### config.mk
export PLATFORM = sky130hd
export DESIGN_NAME = mem_stage
export DESIGN_NICKNAME = d
export VERILOG_FILES = /design/src/rtl/mem_pkg.sv /design/src/rtl/mem_stage_load_align.sv /design/src/rtl/mem_stage.sv
export SDC_FILE = /design/constraint.sdc
export NUM_CORES = 1
export LEC_CHECK = 0
export ABC_CLOCK_PERIOD_IN_PS = 22300
export BUFFER_PORTS_ARGS = -buffer_cell sky130_fd_sc_hd__buf_2
export CORE_AREA = 4 4 174 176
export DETAILED_ROUTE_END_ITERATION = 8
export DIE_AREA = 0 0 178 180
export GPL_ROUTABILITY_DRIVEN = 0
export PLACE_DENSITY_LB_ADDON = 0.3
export SLEW_MARGIN = 30
export SYNTH_ARGS = -nofsm -noshare
export SYNTH_HDL_FRONTEND = slang
export SYNTH_HIERARCHICAL = 1
export SYNTH_SLANG_ARGS = --single-unit
export TNS_END_PERCENT = 30
### constraint.sdc
create_clock -name clk -period 22.3 [get_ports clk]
set_input_delay 1.115 -clock clk [delete_from_list [all_inputs] [get_ports clk]]
set_output_delay 1.115 -clock clk [all_outputs]
set_load 0.01 [all_outputs]
### src/rtl/mem_pkg.sv
// Shared encodings for the memory-access stage: access sizes, FSM states
// and the byte-lane enable helper.
package mem_pkg;

  localparam logic [1:0] SIZE_BYTE = 2'b00;
  localparam logic [1:0] SIZE_HALF = 2'b01;
  localparam logic [1:0] SIZE_WORD = 2'b10;

  typedef enum logic {
    IDLE = 1'b0,
    WAIT = 1'b1
  } state_t;

  // Little-endian lane enables; the illegal size code behaves as a word.
  function automatic logic [3:0] lane_enable(input logic [1:0] size, input logic [1:0] off);
    case (size)
      SIZE_BYTE: lane_enable = 4'b0001 << off;
      SIZE_HALF: lane_enable = off[1] ? 4'b1100 : 4'b0011;
      default:   lane_enable = 4'b1111;
    endcase
  endfunction

endpackage

### src/rtl/mem_stage_load_align.sv
// Load data alignment: picks the addressed byte/half lane out of the bus word
// and zero- or sign-extends it to the full register width.
module load_align
  import mem_pkg::*;
#(
  parameter int DataWidth = 32
) (
  input  logic [DataWidth-1:0] rdata,
  input  logic [1:0]           off,
  input  logic [1:0]           size,
  input  logic                 is_signed,
  output logic [DataWidth-1:0] data
);

  logic [7:0]  byte_lane;
  logic [15:0] half_lane;

  assign byte_lane = rdata[{off, 3'b000} +: 8];
  assign half_lane = rdata[{off[1], 4'b0000} +: 16];

  always_comb begin
    case (size)
      SIZE_BYTE: data = {{(DataWidth-8){is_signed & byte_lane[7]}}, byte_lane};
      SIZE_HALF: data = {{(DataWidth-16){is_signed & half_lane[15]}}, half_lane};
      default:   data = rdata;
    endcase
  end

endmodule

### src/rtl/mem_stage.sv
// Memory-access pipeline stage: EX/MEM register, req/ack data-memory bus
// with timeout, load alignment and the MEM/WB register.
module mem_stage
  import mem_pkg::*;
#(
  parameter int DataWidth     = 32,
  parameter int RegAddrWidth  = 5,
  parameter int TimeoutCycles = 15
) (
  input  logic                    clk,
  input  logic                    rst,
  input  logic                    ex_valid,
  input  logic [DataWidth-1:0]    data_out_EX,
  input  logic [DataWidth-1:0]    rdata_2_EX,
  input  logic [RegAddrWidth-1:0] target_EX,
  input  logic                    we_reg_EX,
  input  logic                    mem_read_EX,
  input  logic                    mem_write_EX,
  input  logic [1:0]              mem_size_EX,
  input  logic                    mem_signed_EX,
  input  logic [DataWidth-1:0]    hi_EX,
  input  logic [DataWidth-1:0]    lo_EX,
  input  logic                    we_hi_EX,
  input  logic                    we_lo_EX,
  output logic [DataWidth-1:0]    data_out_MEM,
  output logic [DataWidth-1:0]    hi_MEM,
  output logic [DataWidth-1:0]    lo_MEM,
  output logic                    load_in_MEM,
  output logic                    stall_MEM,
  output logic                    dmem_req,
  output logic                    dmem_we,
  output logic [DataWidth-1:0]    dmem_addr,
  output logic [3:0]              dmem_be,
  output logic [DataWidth-1:0]    dmem_wdata,
  input  logic [DataWidth-1:0]    dmem_rdata,
  input  logic                    dmem_ack,
  output logic                    valid_WB,
  output logic                    we_reg_WB,
  output logic                    we_hi_WB,
  output logic                    we_lo_WB,
  output logic [RegAddrWidth-1:0] target_WB,
  output logic [DataWidth-1:0]    data_out_WB,
  output logic [DataWidth-1:0]    hi_WB,
  output logic [DataWidth-1:0]    lo_WB,
  output logic                    addr_err,
  output logic                    bus_err
);

  localparam logic [7:0] CntLast = 8'(TimeoutCycles - 1);

  logic                    s_valid_reg, s_wreg_reg, s_rd_reg, s_wr_reg;
  logic                    s_signed_reg, s_whi_reg, s_wlo_reg;
  logic [1:0]              s_size_reg;
  logic [DataWidth-1:0]    s_data_reg, s_rt_reg, s_hi_reg, s_lo_reg;
  logic [RegAddrWidth-1:0] s_target_reg;

  state_t     state_reg, state_next;
  logic [7:0] cnt_reg, cnt_next;
  logic       timeout_now, mem_op, aligned, null_wr;
  logic [1:0] off, size_eff;
  logic [DataWidth-1:0] load_data;
  logic [3:0][7:0]      wdata_lanes;

  assign off      = s_data_reg[1:0];
  assign size_eff = (s_size_reg == 2'b11) ? SIZE_WORD : s_size_reg;
  assign mem_op   = s_valid_reg & (s_rd_reg | s_wr_reg);
  assign aligned  = (size_eff == SIZE_BYTE) |
                    ((size_eff == SIZE_HALF) & ~off[0]) |
                    ((size_eff == SIZE_WORD) & (off == 2'b00));

  assign dmem_req    = mem_op & aligned & ((state_reg == IDLE) | (state_reg == WAIT));
  assign dmem_we     = dmem_req & s_wr_reg;
  assign dmem_addr   = s_data_reg;
  assign dmem_be     = dmem_req ? lane_enable(size_eff, off) : 4'b0000;
  assign stall_MEM   = dmem_req & ~dmem_ack & ~timeout_now;
  assign addr_err    = mem_op & ~aligned;
  assign bus_err     = timeout_now;
  assign null_wr     = addr_err | timeout_now;
  assign load_in_MEM = s_valid_reg & s_rd_reg;

  assign data_out_MEM = s_data_reg;
  assign hi_MEM       = s_hi_reg;
  assign lo_MEM       = s_lo_reg;

  // Store data replicated across lanes so the enabled lane always carries it.
  genvar gi;
  generate
    for (gi = 0; gi < 4; gi++) begin : g_lane
      assign wdata_lanes[gi] = (size_eff == SIZE_BYTE) ? s_rt_reg[7:0] :
                               (size_eff == SIZE_HALF) ? s_rt_reg[(gi%2)*8 +: 8] :
                                                         s_rt_reg[gi*8 +: 8];
    end
  endgenerate
  assign dmem_wdata = DataWidth'(wdata_lanes);

  load_align #(.DataWidth(DataWidth)) u_load_align (
    .rdata     (dmem_rdata),
    .off       (off),
    .size      (size_eff),
    .is_signed (s_signed_reg),
    .data      (load_data)
  );

  always_ff @(posedge clk or posedge rst) begin
    if (rst) begin
      state_reg <= IDLE;
      cnt_reg   <= 8'd0;
    end else begin
      state_reg <= state_next;
      cnt_reg   <= cnt_next;
    end
  end

  always_comb begin
    state_next  = state_reg;
    cnt_next    = cnt_reg;
    timeout_now = 1'b0;
    case (state_reg)
      IDLE: begin
        if (dmem_req && !dmem_ack) begin
          state_next = WAIT;
          cnt_next   = 8'd1;
        end
      end
      WAIT: begin
        if (!dmem_req || dmem_ack) begin
          state_next = IDLE;
          cnt_next   = 8'd0;
        end else if (cnt_reg == CntLast) begin
          timeout_now = 1'b1;
          state_next  = IDLE;
          cnt_next    = 8'd0;
        end else begin
          cnt_next = cnt_reg + 8'd1;
        end
      end
      default: begin
        state_next = IDLE;
        cnt_next   = 8'd0;
      end
    endcase
  end

  // EX/MEM: a non-valid slot loads with every write and memory enable cleared.
  always_ff @(posedge clk or posedge rst) begin
    if (rst) begin
      s_valid_reg  <= 1'b0;
      s_wreg_reg   <= 1'b0;
      s_rd_reg     <= 1'b0;
      s_wr_reg     <= 1'b0;
      s_signed_reg <= 1'b0;
      s_whi_reg    <= 1'b0;
      s_wlo_reg    <= 1'b0;
      s_size_reg   <= 2'b00;
      s_data_reg   <= '0;
      s_rt_reg     <= '0;
      s_hi_reg     <= '0;
      s_lo_reg     <= '0;
      s_target_reg <= '0;
    end else if (!stall_MEM) begin
      s_valid_reg  <= ex_valid;
      s_wreg_reg   <= ex_valid & we_reg_EX;
      s_rd_reg     <= ex_valid & mem_read_EX;
      s_wr_reg     <= ex_valid & mem_write_EX;
      s_signed_reg <= mem_signed_EX;
      s_whi_reg    <= ex_valid & we_hi_EX;
      s_wlo_reg    <= ex_valid & we_lo_EX;
      s_size_reg   <= mem_size_EX;
      s_data_reg   <= data_out_EX;
      s_rt_reg     <= rdata_2_EX;
      s_hi_reg     <= hi_EX;
      s_lo_reg     <= lo_EX;
      s_target_reg <= target_EX;
    end
  end

  always_ff @(posedge clk or posedge rst) begin
    if (rst) begin
      valid_WB    <= 1'b0;
      we_reg_WB   <= 1'b0;
      we_hi_WB    <= 1'b0;
      we_lo_WB    <= 1'b0;
      target_WB   <= '0;
      data_out_WB <= '0;
      hi_WB       <= '0;
      lo_WB       <= '0;
    end else if (stall_MEM) begin
      valid_WB  <= 1'b0;
      we_reg_WB <= 1'b0;
      we_hi_WB  <= 1'b0;
      we_lo_WB  <= 1'b0;
    end else begin
      valid_WB    <= s_valid_reg;
      we_reg_WB   <= s_wreg_reg & ~null_wr;
      we_hi_WB    <= s_whi_reg & ~null_wr;
      we_lo_WB    <= s_wlo_reg & ~null_wr;
      target_WB   <= s_target_reg;
      data_out_WB <= s_rd_reg ? load_data : s_data_reg;
      hi_WB       <= s_hi_reg;
      lo_WB       <= s_lo_reg;
    end
  end

endmodule

==> metrics.md, run 1 <==
| Metric | Value |
|---|---|
| Status | `completed` |
| Overflow after GRT | `0` |
| First-pass GRT wire length | `48.4 mm` |
| Post-CTS setup buffer count | `0` |
| Cells along the critical path | `buf_4 -> a21oi_1 -> o211ai_1 -> a21o_4 -> inv_6 -> buf_2` |
| Crit path max fanout | `76` |
| Initial antenna violation count | `3` |
| Largest delay share family, worst path | `buffers and inverters` |
| Total GRT Usage | `18.8%` |
| Crit path buf inv count | `3` |
| Final worst setup slack | `17.88 ns` |
| Most common cell after layout, fill and taps aside | `buf_2` |
| Min-delay worst type | `reg -> reg` |
| MaxCap Viol Count | `0` |
| Vias per cell | `4.91` |
| I/O Buffers | `451` |
| DP Wirelength | `22.8 mm` |
| Worst rel slew slack | `42.8%` |
| WL/cell | `19.1 um` |
| IO Pins | `452` |
| Post-synthesis adder-cell area fraction | `0.210%` |
| Starting DRT DRC Count | `304` |
| Post-CTS Hold Buffers | `0` |
| Mapped Area | `0.0119 sq mm` |
| Synthesis Warnings | `6` |
| Post-CTS sizing | `0` |
| Commonest cells after routing, fill and taps aside | `buf_2, dfrtp_1, mux2_2, mux2_4, nand2_1` |
| Worst hold slack | `0.488 ns` |
| Largest net degree at the start of global routing | `121` |
| EDFF count, synth | `0` |
| Drt pass-1 iters | `4` |
| Setup CP Type | `reg -> out` |
| Inserted Clock Buffers | `28` |
| Worst slew pin tran | `0.858 ns` |
| Syn Inst Count | `851` |
| Final wirelength | `31.5 mm` |
| Synth Flop Type | `dfrtp_1` |
| Die Area | `0.0320 sq mm` |
| Main combinational cell family by area after synthesis | `multiplexers` |
| Post-synthesis compound-gate area fraction | `4.22%` |
| H-tree depth | `1` |
| Syn_nets | `1030` |
| Worst vdd ir | `0.0557 mV` |
| Pwr/cell area | `78.7 mW/mm^2` |
| Startpoint types | `flip-flop` |
| CTS tree | `built` |
| Layout area overhead | `25.7%` |
| Worst Setup End Kind | `output pin` |
| Setup TNS | `0 ns` |
| DP Worst Slack | `18.36 ns` |
| Post-synthesis sequential area ratio | `53.8%` |
| Placed cells | `1602` |
| Post-route cell area | `0.0150 sq mm` |
| Clk Latency, worst-skew pair | `0.53 ns` |
| Total number of vias | `8107` |
| Leak pwr | `7.30 nW` |
| Max clock buf depth | `3` |
| Synth Area in XOR/XNOR | `0.220%` |
| CTS Sinks | `256` |
| Clock Skew | `0.00841 ns` |
| Final Max Tran Viols | `0` |
| Vias in the first global route | `8473` |
| Placed Area | `0.0141 sq mm` |
| Slowest library cell on the worst path | `buf_4` |
| Mux cell area share after synthesis | `31.5%` |
| Tcrit/Tclk final | `19.8%` |
| Post-layout min period | `4.42 ns` |
| Final hold vios | `0` |
| Seq cells post-synth | `256` |
| Post-route antenna net violation count | `0` |
| WP depth | `6` |
| Clk pin slew, worst setup/hold paths | `0.06 ns` |
| Nets@finish | `1427` |
| FP Rows | `62` |
| Root buf cell | `clkbuf_16` |
| Final Setup Violations | `0` |
| Synth Area in Simple Gates | `4.38%` |
| Core area | `0.0286 sq mm` |
| Fmax | `226 MHz` |
| DRC | `0` |
| Hold Crit Depth | `2` |
| Distinct cells, synth | `47` |
| Syn_area_per_cell | `14.0 sq um` |
| RSZ-0062 raised after global routing | `false` |
| Die W | `178 um` |
| Layout cell share with drive strength beyond 1 | `64.1%` |
| Filler cell count | `2523` |
| Worst Path Required | `21.19 ns` |
| Die height | `180 um` |
| Non-filler cells, final | `1651` |
| Initial Util | `41.6%` |
| Worst Path Arrival | `3.31 ns` |
| Fraction of registers with async set or reset after synthesis | `100%` |
| FF-to-FF path depth | `7` |
| Crit-path max cell delay | `0.58 ns` |
synth_stat cells (5+ instances only):
cell / instances / area, sq um
dfrtp_1: 256 / 6410
mux2_2: 215 / 2420
mux2_4: 79 / 1190
buf_4: 49 / 368
nand2_1: 43 / 161
a21oi_1: 26 / 130
o21ai_0: 16 / 80.1
mux2i_1: 15 / 150
buf_2: 14 / 70.1
clkbuf_1: 14 / 52.6
nor2b_1: 13 / 81.3
inv_1: 11 / 41.3
a21oi_2: 10 / 87.6
buf_6: 10 / 113
nor2_1: 9 / 33.8
a22oi_1: 8 / 60.1
nor3_1: 8 / 40.0
and3_1: 5 / 31.3
tightest hold or removal path, delay by kind of cell (launching register included):
| family | cells | cell delay [ns] |
|---|---|---|
| DFF | 1 | 0.32 |
| and+or+nand+nor | 1 | 0.09 |
| buffers and inverters | 1 | 0.04 |
kinds of logic (layout without fill, tap and decap cells):
family                   after synthesis  in the layout
multiplexers                         309            309
flip-flops                           256            256
buffers and inverters                104            519
AND/OR/NAND/NOR                      100            100
AO/OA/AOI/OAI                         77             77
XOR/XNOR                               3              3
adder cells (fa/ha/maj)                2              2
other                                  0              1
per-stage QoR:
| step | total power [mW] | utilization [%] |
|---|---|---|
| floorplan | 0.667 | - |
| CTS | 1.20 | 52.3 |
| detailed placement | 0.749 | 49.3 |
| finish | 1.18 | 52.3 |
| global route | 1.23 | 52.3 |
| global placement | 0.745 | 49.3 |
power by group:
group          switching [mW]  internal (mW)  total [mW]
sequential             0.0297          0.505       0.535
combinational           0.101          0.102       0.203
clock                   0.182          0.259       0.441
worst paths after layout:
kind / end / slack (ns) / start
max: stall_MEM / 17.88 / s_size_reg[1]
min: we_reg_WB / 0.49 / s_wreg_reg
max reg2reg: hi_MEM[13] / 18.43 / s_size_reg[1]
min reg2reg: we_reg_WB / 0.49 / s_wreg_reg
max in group asynchronous: s_size_reg[1] / 20.12 / rst
min in group asynchronous: hi_WB[31] / 0.76 / rst
metal layers:
layer  GRT usage (%)  part of all wire [%]  up-vias
li1                -                     -     3763
met1            22.5                    39     3949
met2            32.2                    49      339
met3            6.32                   9.6       54
met4            5.14                   2.8        2
met5               0                 0.038        -
area by class of cell:
type,instances,area [sq um],area share (%)
clock buffer,43,807,5.39
timing repair buffer,459,2320,15.5
tap,384,480,3.21
clock inverter,5,61.3,0.409
multi-input combinational,491,4850,32.3
inverter,12,57.6,0.384
antenna,1,2.50,0.0167
sequential,256,6410,42.8
Power figures use the tool's default switching activity.
==> inputs of run 2 (changes only) <==
--- a/config.mk
+++ b/config.mk
@@ -5,7 +5,7 @@
 export SDC_FILE = /design/constraint.sdc
 export NUM_CORES = 1
 export LEC_CHECK = 0
-export ABC_CLOCK_PERIOD_IN_PS = 22300
+export ABC_CLOCK_PERIOD_IN_PS = 4600
 export BUFFER_PORTS_ARGS = -buffer_cell sky130_fd_sc_hd__buf_2
 export CORE_AREA = 4 4 174 176
 export DETAILED_ROUTE_END_ITERATION = 8
==> constraint.sdc (replaced) <==
create_clock -name clk -period 4.6 [get_ports clk]
set_input_delay 0.23 -clock clk [delete_from_list [all_inputs] [get_ports clk]]
set_output_delay 0.23 -clock clk [all_outputs]
set_load 0.01 [all_outputs]
==> run 2 against run 1 <==
Effect of this change: worst hold slack worse by 0.45 ns; flip-flop and latch count stayed put; count of clock-buffer cells in the layout is 1 higher; global-route usage is 1.6 points higher; register-to-register slack worse by 17 ns; routed wire length is 8.4% higher; non-clock buffer count is 149 higher; final area is 11% higher; via count is 9.7% higher; critical path type is now reg -> reg.
==> metrics.md, run 2 (synthesis gave the netlist of run 1 again) <==
| Metric | Value |
|---|---|
| Status | `completed (unchanged)` |
| Die Area | `0.0320 sq mm (unchanged)` |
| Clock Skew | `0.00610 ns (was 0.00841 ns)` |
| Total power | `5.98 mW (was 1.18 mW)` |
| Core area | `0.0286 sq mm (unchanged)` |
| WL/cell | `18.9 um (was 19.1 um)` |
| Leak pwr | `7.97 nW (was 7.30 nW)` |
| # diodes | `0 (was 1)` |
| DRC | `0 (unchanged)` |
| Most common cell after layout, fill and taps aside | `buf_2 (unchanged)` |
| CTS tree | `built (unchanged)` |
| Final wirelength | `34.1 mm (was 31.5 mm)` |
| Final Max Tran Viols | `0 (unchanged)` |
| H-tree depth | `1 (unchanged)` |
| Worst Path Required | `5.03 ns (was 21.19 ns)` |
| CTS Sinks | `256 (unchanged)` |
| Root buf cell | `clkbuf_16 (unchanged)` |
| Crit path buf inv count | `1 (was 3)` |
| Non-filler cells, final | `1803 (was 1651)` |
| MaxCap Viol Count | `0 (unchanged)` |
| Commonest cells after routing, fill and taps aside | `buf_2, dfrtp_1, mux2_2, dlygate4sd3_1, mux2_4 (was buf_2, dfrtp_1, mux2_2, mux2_4, nand2_1)` |
| Slowest library cell on the worst path | `nor2b_1 (was buf_4)` |
| Filler cell count | `2297 (was 2523)` |
| Layout area overhead | `39.3% (was 25.7%)` |
| Max clock buf depth | `3 (unchanged)` |
| RSZ-0062 raised after global routing | `false (unchanged)` |
| Nets@finish | `1577 (was 1427)` |
| Placed Area | `0.0141 sq mm (about the same)` |
| Starting DRT DRC Count | `449 (was 304)` |
| Vias per cell | `4.93 (was 4.91)` |
| First-pass GRT wire length | `52.6 mm (was 48.4 mm)` |
| Setup TNS | `0 ns (unchanged)` |
| Worst Path Arrival | `3.69 ns (was 3.31 ns)` |
| Cells along the critical path | `buf_4 -> nor2b_1 -> nor3_1 -> a22oi_2 -> and2_1 -> a21oi_1 -> mux2_2 -> mux2_2 (was buf_4 -> a21oi_1 -> o211ai_1 -> a21o_4 -> inv_6 -> buf_2)` |
| Tcrit/Tclk final | `70.9%` |
| Post-CTS setup buffer count | `0 (unchanged)` |
| Final hold vios | `0 (unchanged)` |
| Post-CTS sizing | `0 (unchanged)` |
| DP Wirelength | `22.6 mm (was 22.8 mm)` |
| Startpoint types | `flip-flop (unchanged)` |
| Final Setup Violations | `0 (unchanged)` |
| Vias in the first global route | `9445 (was 8473)` |
| Die W | `178 um (unchanged)` |
| Post-CTS Hold Buffers | `148 (was 0)` |
| Min-delay worst type | `in -> reg (was reg -> reg)` |
| Fmax | `307 MHz` |
| Total number of vias | `8893 (was 8107)` |
| Worst rel slew slack | `35.4% (was 42.8%)` |
| Largest net degree at the start of global routing | `158 (was 121)` |
| Post-Route Utilization | `58.0% (was 52.3%)` |
| Post-route antenna net violation count | `0 (unchanged)` |
| Setup CP Type | `reg -> reg (was reg -> out)` |
| Clk Latency, worst-skew pair | `0.55 ns (was 0.53 ns)` |
| Drt pass-1 iters | `4 (unchanged)` |
| Placed cells | `1602 (unchanged)` |
| FP Rows | `62 (unchanged)` |
| Largest delay share family, worst path | `simple AND/OR/NAND/NOR gates (was buffers and inverters)` |
| Inserted Clock Buffers | `29 (was 28)` |
| Post-route cell area | `0.0166 sq mm (was 0.0150 sq mm)` |
| Worst hold slack | `0.0410 ns (was 0.488 ns)` |
| Crit path top cell by count | `mux2_2` |
| Die height | `180 um (unchanged)` |
| Final worst setup slack | `1.34 ns (was 17.88 ns)` |
| Crit-path max cell delay | `0.80 ns (was 0.58 ns)` |
| Worst vdd ir | `0.322 mV (was 0.0557 mV)` |
| Clk pin slew, worst setup/hold paths | `0.06 ns (about the same)` |
| Initial Util | `41.6% (unchanged)` |
| Worst Setup End Kind | `flip-flop (was output pin)` |
| Pwr/cell area | `360 mW/mm^2 (was 78.7 mW/mm^2)` |
| DP Worst Slack | `1.43 ns (was 18.36 ns)` |
| Post-layout min period | `3.26 ns` |
| Crit path max fanout | `16 (was 76)` |
| Initial antenna violation count | `0 (was 3)` |
| Worst slew pin tran | `0.967 ns (was 0.858 ns)` |
| Overflow after GRT | `0 (unchanged)` |
| Layout cell share with drive strength beyond 1 | `57.4% (was 64.1%)` |
| I/O Buffers | `451 (unchanged)` |
| IO Pins | `452 (unchanged)` |
| Total GRT Usage | `20.4% (was 18.8%)` |
[run 2: final cells by class]
class,count,area (sq um),area share [%]
Clock buffer,44,832,5.01
Clock inverter,8,108,0.648
Inverter,12,53.8,0.324
Multi-Input combinational cell,491,4840,29.2
Sequential cell,256,6410,38.6
Tap cell,384,480,2.89
Timing Repair Buffer,608,3880,23.4
[run 2: worst paths after layout]
check                              startpoint              end  slack (ns)  cells past startpoint
worst max-delay path            s_size_reg[0]  data_out_WB[22]        1.34                      8
worst min-delay path                 dmem_ack        we_reg_WB        0.04                      3
worst max register to register  s_size_reg[0]  data_out_WB[22]        1.34                      8
worst min register to register     s_wreg_reg        we_reg_WB        0.48                      2
max in group asynchronous                 rst        hi_WB[16]        3.34                      5
min in group asynchronous                 rst     s_rt_reg[18]        0.33                      4
[run 2: power by group]
part / switching [mW] / total (mW) / internal [mW]
clock: 0.923 / 2.28 / 1.36
sequential: 0.150 / 2.60 / 2.45
combinational: 0.517 / 1.10 / 0.583
total: 1.59 / 5.98 / 4.39
[run 2: tightest hold or removal path, delay by kind of cell]
family          cells  cell delay [ns]
compound gates      1             0.10
buf+inv             1             0.12
simple gates        1             0.09
[run 2: layer usage]
| layer | global-route usage [%] | routed length (um) | vias to the layer above |
|---|---|---|---|
| met4 | 6.65 | 1250 | 0 |
| met5 | 0 | 0 | - |
| met2 | 36.0 | 16900 | 400 |
| li1 | - | - | 4063 |
| met1 | 23.9 | 12900 | 4364 |
| met3 | 5.50 | 3100 | 66 |
